===== config.mk =====
export PLATFORM = sky130hd
export DESIGN_NAME = snes_pad_responder_flat
export DESIGN_NICKNAME = d
export VERILOG_FILES = /design/src/rtl/snes_pad_responder_pkg.sv /design/src/rtl/snes_pad_responder_if.sv /design/src/rtl/snes_pad_responder_sync_edge_detect.sv /design/src/rtl/snes_pad_responder.sv /design/src/flat_wrapper.sv
export SDC_FILE = /design/constraint.sdc
export NUM_CORES = 1
export LEC_CHECK = 0
export BUFFER_PORTS_ARGS = -buffer_cell sky130_fd_sc_hd__buf_4
export CORE_MARGIN = 5
export CORE_UTILIZATION = 59
export CTS_CLUSTER_DIAMETER = 80
export CTS_CLUSTER_SIZE = 20
export DETAILED_ROUTE_END_ITERATION = 8
export PLACE_DENSITY = 0.9
export SLEW_MARGIN = 10
export SYNTH_ARGS = -nofsm -noshare
export SYNTH_HDL_FRONTEND = slang
export SYNTH_SLANG_ARGS = --single-unit

===== constraint.sdc =====
create_clock -name CLK -period 2.4 [get_ports CLK]
set_input_delay 0 -clock CLK [delete_from_list [all_inputs] [get_ports CLK]]
set_output_delay 0 -clock CLK [all_outputs]
set_load 0.03 [all_outputs]

===== src/rtl/snes_pad_responder_pkg.sv =====
// Shared types, button map and frame builder for the SNES/NES pad responder.
package snes_pkg;

    typedef enum logic [1:0] {
        IDLE  = 2'd0,
        LATCH = 2'd1,
        SHIFT = 2'd2,
        DONE  = 2'd3
    } state_t;

    // Index of each button in the parallel Buttons vector.
    localparam int BTN_B      = 0;
    localparam int BTN_Y      = 1;
    localparam int BTN_SELECT = 2;
    localparam int BTN_START  = 3;
    localparam int BTN_UP     = 4;
    localparam int BTN_DOWN   = 5;
    localparam int BTN_LEFT   = 6;
    localparam int BTN_RIGHT  = 7;
    localparam int BTN_A      = 8;
    localparam int BTN_X      = 9;
    localparam int BTN_L      = 10;
    localparam int BTN_R      = 11;

    localparam int SNES_FRAME_LEN = 16;
    localparam int NES_FRAME_LEN  = 8;
    localparam int CNT_W          = $clog2(SNES_FRAME_LEN);

    // Debug view of the frame engine.
    typedef struct packed {
        state_t           state;
        logic [CNT_W-1:0] bit_cnt;
    } dbg_t;

    // Bit 0 is sent first. Line level is active-low, unused slots read as 1.
    function automatic logic [15:0] build_frame(input logic [11:0] buttons, input logic mode);
        logic [15:0] f;
        f = '1;
        if (mode) begin
            f[0] = ~buttons[BTN_A];
            f[1] = ~buttons[BTN_B];
            f[2] = ~buttons[BTN_SELECT];
            f[3] = ~buttons[BTN_START];
            f[4] = ~buttons[BTN_UP];
            f[5] = ~buttons[BTN_DOWN];
            f[6] = ~buttons[BTN_LEFT];
            f[7] = ~buttons[BTN_RIGHT];
        end else begin
            f[11:0] = ~buttons;
        end
        return f;
    endfunction

endpackage


===== src/rtl/snes_pad_responder_if.sv =====
// Pad-side bundle: host pins, button inputs and status outputs.
// Protocol: the host raises Latch to capture buttons; after Latch falls each
// ShiftClock rising edge advances Data to the next active-low bit. There is
// no backpressure: Latch/ShiftClock are asynchronous strobes and every
// detected edge is acted on (or deliberately ignored) in the cycle it is seen.
interface snes_pad_responder_if;
    import snes_pkg::*;

    logic        Mode;
    logic [11:0] Buttons;
    logic        Latch;
    logic        ShiftClock;
    logic        Data;
    logic        Busy;
    logic        FrameDone;
    dbg_t        dbg;

    modport master (
        output Mode, Buttons, Latch, ShiftClock,
        input  Data, Busy, FrameDone, dbg
    );

    modport slave (
        input  Mode, Buttons, Latch, ShiftClock,
        output Data, Busy, FrameDone, dbg
    );

endinterface


===== src/rtl/snes_pad_responder_sync_edge_detect.sv =====
// Multi-flop synchronizer followed by a one-flop edge detector.
// SYNC_STAGES must be at least 2.
module sync_edge_detect #(
    parameter int SYNC_STAGES = 2
) (
    input  logic CLK,
    input  logic RST,
    input  logic In,
    output logic Level,
    output logic Rise,
    output logic Fall
);

    logic [SYNC_STAGES-1:0] sync_q;
    logic                   prev_q;

    // Synchronizer chain plus previous-level flop for edge detection.
    always_ff @(posedge CLK or posedge RST) begin
        if (RST) begin
            sync_q <= '0;
            prev_q <= 1'b0;
        end else begin
            sync_q <= {sync_q[SYNC_STAGES-2:0], In};
            prev_q <= sync_q[SYNC_STAGES-1];
        end
    end

    assign Level = sync_q[SYNC_STAGES-1];
    assign Rise  = Level & ~prev_q;
    assign Fall  = ~Level & prev_q;

endmodule


===== src/rtl/snes_pad_responder.sv =====
// Controller-side SNES/NES pad: latches buttons and shifts them out on Data.
module snes_pad_responder
    import snes_pkg::*;
#(
    parameter int SYNC_STAGES    = 2,
    parameter int TIMEOUT_CYCLES = 65535
) (
    input logic                 CLK,
    input logic                 RST,
    snes_pad_responder_if.slave pad
);

    localparam int TMO_W = $clog2(TIMEOUT_CYCLES + 1);
    localparam logic [TMO_W-1:0] TMO_LAST = TMO_W'(TIMEOUT_CYCLES - 1);

    logic latch_level, latch_rise, latch_fall;
    logic sc_level, sc_rise, sc_fall;
    logic unused_sync;

    sync_edge_detect #(.SYNC_STAGES(SYNC_STAGES)) u_latch_sync (
        .CLK(CLK), .RST(RST), .In(pad.Latch),
        .Level(latch_level), .Rise(latch_rise), .Fall(latch_fall)
    );

    sync_edge_detect #(.SYNC_STAGES(SYNC_STAGES)) u_sc_sync (
        .CLK(CLK), .RST(RST), .In(pad.ShiftClock),
        .Level(sc_level), .Rise(sc_rise), .Fall(sc_fall)
    );

    assign unused_sync = ^{latch_level, sc_level, sc_fall};

    state_t           state_q, state_d;
    logic [15:0]      sr_q, sr_d;
    logic [CNT_W-1:0] cnt_q, cnt_d;
    logic [TMO_W-1:0] tmo_q, tmo_d;
    logic             mode_q, mode_d;
    logic             data_q, data_d;
    logic             busy_q, busy_d;
    logic             done_q, done_d;
    logic [CNT_W-1:0] last_bit;
    logic [15:0]      live_frame;
    logic [15:0]      rise_frame;

    // State and datapath registers; reset leaves Data high and the frame idle.
    always_ff @(posedge CLK or posedge RST) begin
        if (RST) begin
            state_q <= IDLE;
            sr_q    <= '1;
            cnt_q   <= '0;
            tmo_q   <= '0;
            mode_q  <= 1'b0;
            data_q  <= 1'b1;
            busy_q  <= 1'b0;
            done_q  <= 1'b0;
        end else begin
            state_q <= state_d;
            sr_q    <= sr_d;
            cnt_q   <= cnt_d;
            tmo_q   <= tmo_d;
            mode_q  <= mode_d;
            data_q  <= data_d;
            busy_q  <= busy_d;
            done_q  <= done_d;
        end
    end

    // Next-state logic; a Latch rise always wins over anything else.
    always_comb begin
        state_d    = state_q;
        sr_d       = sr_q;
        cnt_d      = cnt_q;
        tmo_d      = tmo_q;
        mode_d     = mode_q;
        data_d     = data_q;
        done_d     = 1'b0;
        last_bit   = mode_q ? CNT_W'(NES_FRAME_LEN - 1) : CNT_W'(SNES_FRAME_LEN - 1);
        live_frame = build_frame(pad.Buttons, mode_q);
        rise_frame = build_frame(pad.Buttons, pad.Mode);

        if (latch_rise) begin
            // Capture Mode now so Data reflects the new frame without extra delay.
            state_d = LATCH;
            mode_d  = pad.Mode;
            sr_d    = rise_frame;
            data_d  = rise_frame[0];
            cnt_d   = '0;
            tmo_d   = '0;
        end else begin
            case (state_q)
                IDLE: begin
                    data_d = 1'b1;
                end
                LATCH: begin
                    if (latch_fall) begin
                        state_d = SHIFT;
                        cnt_d   = '0;
                        tmo_d   = '0;
                    end else begin
                        sr_d   = live_frame;
                        data_d = live_frame[0];
                    end
                end
                SHIFT: begin
                    if (sc_rise) begin
                        tmo_d = '0;
                        if (cnt_q == last_bit) begin
                            state_d = DONE;
                            data_d  = 1'b0;
                            done_d  = 1'b1;
                        end else begin
                            sr_d   = {1'b1, sr_q[15:1]};
                            data_d = sr_q[1];
                            if (cnt_q != '1) begin
                                cnt_d = cnt_q + 1'b1;
                            end
                        end
                    end else if (tmo_q == TMO_LAST) begin
                        state_d = IDLE;
                        data_d  = 1'b1;
                        sr_d    = '1;
                        cnt_d   = '0;
                    end else begin
                        tmo_d = tmo_q + 1'b1;
                    end
                end
                DONE: begin
                    data_d = 1'b0;
                end
                default: begin
                    state_d = IDLE;
                    data_d  = 1'b1;
                end
            endcase
        end

        busy_d = (state_d == LATCH) || (state_d == SHIFT);
    end

    assign pad.Data          = data_q;
    assign pad.Busy          = busy_q;
    assign pad.FrameDone     = done_q;
    assign pad.dbg.state     = state_q;
    assign pad.dbg.bit_cnt   = cnt_q;

endmodule


===== src/flat_wrapper.sv =====
// flat-port wrapper written by rule: the top's interface ports become plain ports
module snes_pad_responder_flat import snes_pkg::*;
#(
    parameter int SYNC_STAGES    = 2,
    parameter int TIMEOUT_CYCLES = 65535
)
  (CLK, RST, pad_Mode, pad_Buttons, pad_Latch, pad_ShiftClock, pad_Data, pad_Busy, pad_FrameDone, pad_dbg);
  snes_pad_responder_if pad_i ();
  input logic CLK;
  input logic RST;
  input wire logic [$bits(pad_i.Mode)-1:0] pad_Mode;
  input wire logic [$bits(pad_i.Buttons)-1:0] pad_Buttons;
  input wire logic [$bits(pad_i.Latch)-1:0] pad_Latch;
  input wire logic [$bits(pad_i.ShiftClock)-1:0] pad_ShiftClock;
  output wire logic [$bits(pad_i.Data)-1:0] pad_Data;
  output wire logic [$bits(pad_i.Busy)-1:0] pad_Busy;
  output wire logic [$bits(pad_i.FrameDone)-1:0] pad_FrameDone;
  output wire logic [$bits(pad_i.dbg)-1:0] pad_dbg;
  assign pad_i.Mode = pad_Mode;
  assign pad_i.Buttons = pad_Buttons;
  assign pad_i.Latch = pad_Latch;
  assign pad_i.ShiftClock = pad_ShiftClock;
  assign pad_Data = pad_i.Data;
  assign pad_Busy = pad_i.Busy;
  assign pad_FrameDone = pad_i.FrameDone;
  assign pad_dbg = pad_i.dbg;
  snes_pad_responder #(.SYNC_STAGES(SYNC_STAGES), .TIMEOUT_CYCLES(TIMEOUT_CYCLES)) u_core (.CLK(CLK), .RST(RST), .pad(pad_i));
endmodule

## After elaboration in Yosys (flattened, before gate mapping)

Cells that the tools add are included.
W data, S select, Z words.

- Register bits after elaboration: 48
- Bits of input ports: 17

- Add/subtract/negate cells: 2
- Equality and inequality tests: 14
- Multiplexer cells: 39
- Bitwise operators: 15
- Reduce and logical (&&, ||, !) cells: 7

Operators by type and width:

| kind | count |
|---|---|
| $mux W16 | 9 |
| $pmux W16 S2 | 2 |
| $mux W4 | 9 |
| $add A16 B1 Y16 const B | 1 |
| $eq A16 B16 Y1 const B | 1 |
| $mux W8 | 2 |
| $not A12 Y12 | 1 |
| $not A1 Y1 | 11 |
| $mux W2 | 5 |
| $mux W1 | 9 |
| $ne A4 B3 Y1 const B | 2 |
| $pmux W4 S2 | 1 |
| $eq A2 B2 Y1 const B | 3 |
| $reduce_and A5 Y1 | 1 |
| $add A4 B1 Y4 const B | 1 |
| $eq A2 B1 Y1 const B | 2 |
| $eq A4 B4 Y1 | 1 |
| $ne A4 B1 Y1 const B | 1 |
| $ne A4 B2 Y1 const B | 1 |
| $ne A4 B4 Y1 const B | 1 |
| $pmux W1 S4 | 1 |
| $pmux W2 S2 | 1 |
| $reduce_and A4 Y1 | 1 |
| $and A1 B1 Y1 | 3 |
| other kinds (7) | 7 |

## Logic depth before layout (Yosys ltp)

- Depth after elaboration: 8
- Gate-level depth with buffers: 9
- Depth with buffers taken out: 7

## Hierarchy

Synthesis repeated with hierarchy kept, for this count alone.

- Cell total of the unflattened synthesis: 258
- Area, all modules: 2,586.2 sq um

Modules (own cells, without submodules):

| module | instances | cells each | area an instance (sq um) | seq. area each (sq um) |
|---|---|---|---|---|
| snes_pad_responder | 1 | 246 | 2,398.6 | 940.9 |
| sync_edge_detect | 2 | 6 | 93.8 | 75.1 |

## Worst setup path after synthesis

OpenSTA, ideal clock, no wires.

- Path type: register to register
- Start: register u_core.state_q[1]
- End: register u_core.tmo_q[12]
- Library setup time: 78 ps
- Arrival time: 2,102 ps
- Slack: 220 ps
- Cell stages (with the launch flop): 7
- Path buffers: 0
- Period minus slack after synthesis: 2,180 ps
- Cells stage by stage: dfrtp_1 > inv_1 > ha_1 > o21a_1 > o211ai_2 > or4_1 > a21oi_1

- Cells in the longest elaborated chain, start to end: 3
- Elaborated cells between the ends (all ways): 8
- Classes of those cells: eq/ne: 4; mux: 2; reduce/logical: 2

RTL lines:

| what | RTL line | source |
|---|---|---|
| from (decl) | snes_pad_responder.sv:32 | `state_t state_q, state_d;` |
| from (signal assigned) | snes_pad_responder.sv:56 | `state_q <= state_d;` |
| $eq A2 B2 Y1 or $eq A2 B1 Y1 (tied branches) | snes_pad_responder.sv:89 | `case (state_q)` |
| $ne A4 B2 Y1 (no source line) (tied with other cells) | -- |  |
| $reduce_and A3 Y1 (no source line) or $mux W16 (tied branches) | -- |  |
| to (signal assigned) | snes_pad_responder.sv:59 | `tmo_q <= tmo_d;` |
| to (decl) | snes_pad_responder.sv:35 | `logic [TMO_W-1:0] tmo_q, tmo_d;` |

Parallel ways exist; a longest one is shown, timed or not.
A chain may end at the register's enable or synchronous reset.

## Final worst setup path

Ends and elaborated chain as after synthesis.

==> metrics.md <==
| Metric | Value |
|---|---|
| Number of flops mapped to enable cells by yosys | `0` |
| # Post-CTS Setup Buffers | `0` |
| Placed instance count | `331` |
| Final Hold Viols | `0` |
| Synth area leader | `dfrtp_1` |
| RSZ-0062 raised after global routing | `no` |
| Commonest non-fill, non-tap cell in the layout | `buf_4` |
| Top post-synthesis cells by area | `dfrtp_1 (31%), dfstp_2 (12%), mux2_4 (5.3%)` |
| Comb pwr share | `0.335` |
| Row Count | `23` |
| Post-detail-place hpwl | `4020 um` |
| Pwr/cell area | `743 nW/um^2` |
| Worst Setup Start Kind | `flip-flop` |
| Max-slew violation count | `0` |
| Gp weighted congestion | `0.863` |
| Pwr Total | `0.00218 W` |
| Distinct cells, synth | `51` |
| Post-synth top area share | `0.305` |
| Tcrit/Tclk final | `0.923` |
| #FFs+latches synth | `43` |
| # IOs | `26` |
| Least-Margin Pin Slew | `530 ps` |
| Initial antenna violation count | `0` |
| Routed vias | `2123` |
| Switch Pwr | `0.000730 W` |
| Worst setup EP type | `flip-flop` |
| I/O Buffers | `25` |
| Worst rel slew slack | `0.647` |
| Uppermost layer routed | `met4` |
| Avg Cell Area, Syn | `9.88 sq um` |
| Core ar. | `4090 sq um` |
| Hold EP | `u_core.sr_q[10]$_DFFE_PP1P_` |
| Routed wl met2 | `2700 um` |
| Mapped Nets | `280` |
| WL met3 | `270 um` |
| Reg2Reg Depth | `6` |
| Layout area overhead | `15.4%` |
| R2R Path End | `u_core.tmo_q[12]$_DFFE_PP0P_` |
| Worst path required time | `2620 ps` |
| Worst-path clk slew | `90 ps` |
| Min Clock Period, post-route | `2210 ps` |
| Die area | `5720 sq um` |
| Upper clock frequency limit | `451 MHz` |
| Final setup fails | `0` |
| CP max FO | `10` |
| TritonRoute pass-1 iters | `4` |
| Antenna diodes | `0` |
| # resized after CTS | `0` |
| Initial drt markers | `185` |
| DIE HEIGHT | `75.6 um` |
| Global-route wire length before repair | `9710 um` |
| Warning count from the yosys run | `0` |
| Internal power | `0.00145 W` |
| Horiz. Die Dim | `75.6 um` |
| Async SR Flop Fraction | `1.00` |
| Clock share of power | `0.207` |
| Largest net degree at the start of global routing | `44` |
| Reg power frac | `0.457` |
| Maximum root-to-sink buffer count | `2` |
| Clock sinks | `43` |
| Post-layout util | `0.717` |
| CTS Buf Count | `5` |
| Switching part of the total power | `0.335` |
| Status | `finished, final reports clean` |
| Setup TNS | `0 ps` |
| Reg-to-Reg Start | `u_core.state_q[1]$_DFF_PP0_` |
| Skew-Pair Late Insertion Delay | `290 ps` |
| Non-filler cells in the finished layout | `344` |
| Max Clock Skew | `7.27 ps` |
| Crit path DAT | `2440 ps` |
| Initial Util | `0.622` |
| # Max-Cap Violations | `0` |
| Tot GR Track Use | `0.224` |
| Grt total ovfl | `0` |
| Number of routed nets with antenna violations | `0` |
| Post-DR vias/cell | `6.17` |
| R2R Setup Slk | `190 ps` |
| Hold path cells | `3` |
| Clk root buf | `clkbuf_8` |
| Kind of critical path | `reg -> reg` |
| Seq/Total Area, Yosys | `0.430` |
| Vias in the first global route | `2041` |
| CTS H-tree depth | `2` |
| Type of the most critical hold path | `in -> reg` |
| Dominant synthesized flop cell | `dfrtp_1` |
| Leak | `1.25 nW` |
| Layout cells sized above 1 | `0.265` |
| Post-Syn Instances | `257` |
| Routed WL | `5580 um` |
| Hold_sp | `pad_Buttons[10]` |
| Final net count | `316` |
| Netlist Area Pre-Place | `2540 sq um` |
| Commonest non-fill, non-tap cells in the layout | `buf_4 (35), dfrtp_1 (31), nand2_1 (25)` |
| DRC | `0` |
| Metal-1 WL | `2530 um` |
| WL/cell | `16.2 um` |
| CTS tree | `built` |
| Worst vdd ir | `0.580 mV` |
[power by group through the flow]
stage	clock (W)	combinational [W]	sequential, W
finish	0.000452	0.000730	0.000996
CTS	0.000465	0.000725	0.000993
detailed placement	0	0.000714	0.00100
global placement	0	0.000692	0.000994
floorplan	0	0.000504	0.00103
global route	0.000495	0.000795	0.00101
[per-layer routing]
layer  vias to the layer above  GRT usage
li1                       1020          -
met1                      1022      0.309
met2                        72      0.359
met4                         0     0.0738
met3                         9     0.0383
met5                         -          0
[sequential cells by signal (all words and copies together), names as in the netlist]
| register | flops |
|---|---|
| u_core.pad.Data | 1 |
| u_core.sr_q | 11 |
| u_core.mode_q | 1 |
| u_core.pad.Busy | 1 |
| u_core.u_sc_sync.prev_q | 1 |
| u_core.cnt_q | 4 |
| u_core.tmo_q | 16 |
| u_core.state_q | 2 |
| u_core.u_latch_sync.sync_q | 2 |
| u_core.u_latch_sync.prev_q | 1 |
| u_core.u_sc_sync.sync_q | 2 |
| u_core.pad.FrameDone | 1 |
[what timing repair did]
action | CTS | global route
endpoints found under the hold margin | 35 | 0
setup endpoints to repair | 0 | 0
hold buffers | 5 | 0
[area by class of cell]
class / instances / area (sq um)
repair buffers: 40 / 313
clock inverters: 2 / 12.5
clock buffers: 6 / 72.6
well taps: 50 / 62.6
flip-flops and latches: 43 / 1090
multi-input cells: 194 / 1350
inverters: 9 / 33.8
fillers: 306 / 1160
[worst max-delay path by stage]
stage | from | to
after floorplan | u_core.state_q[1]$_DFF_PP0_ | u_core.tmo_q[12]$_DFFE_PP0P_
after global placement | u_core.state_q[1]$_DFF_PP0_ | u_core.tmo_q[14]$_DFFE_PP0P_
after detailed placement | u_core.state_q[1]$_DFF_PP0_ | u_core.tmo_q[12]$_DFFE_PP0P_
after CTS | u_core.state_q[1]$_DFF_PP0_ | u_core.tmo_q[12]$_DFFE_PP0P_
after global routing | u_core.state_q[1]$_DFF_PP0_ | u_core.tmo_q[12]$_DFFE_PP0P_
final | u_core.state_q[1]$_DFF_PP0_ | u_core.tmo_q[12]$_DFFE_PP0P_
[synthesized netlist by cell type (8+ instances only)]
cell / instances
o31ai_1: 9
nand3_1: 8
nor2_1: 13
dfstp_2: 12
mux2_4: 9
dfrtp_1: 31
a21oi_1: 21
inv_1: 9
nand2_1: 25
o21ai_0: 12
nor3_1: 8
nand2b_1: 9
[worst max-delay path: stages, from the launching register on]
cell and delay [ps]:
dfrtp_1 440, inv_1 120, ha_1 420, o21a_1 300, o211ai_2 200, or4_1 510
a21oi_1 160
[logic make-up after synthesis]
family,count (synthesis),synth area share
simple gates,100,0.225
xor+xnor,1,0.00345
mux,20,0.0990
fa+ha+maj,6,0.0296
buf+inv,20,0.0409
flops,43,0.430
compound gates,67,0.173
[stage by stage]
stage	hold slack, ps	setup WS (ps)	cell area [sq um]
finish	83.0	185	2930
global route	84.5	37.5	2930
CTS	74.8	202	2930
detailed placement	110	211	2800
global placement	110	290	2800
floorplan	31.4	220	2540
Note: power is estimated with default switching activity, not from simulation.
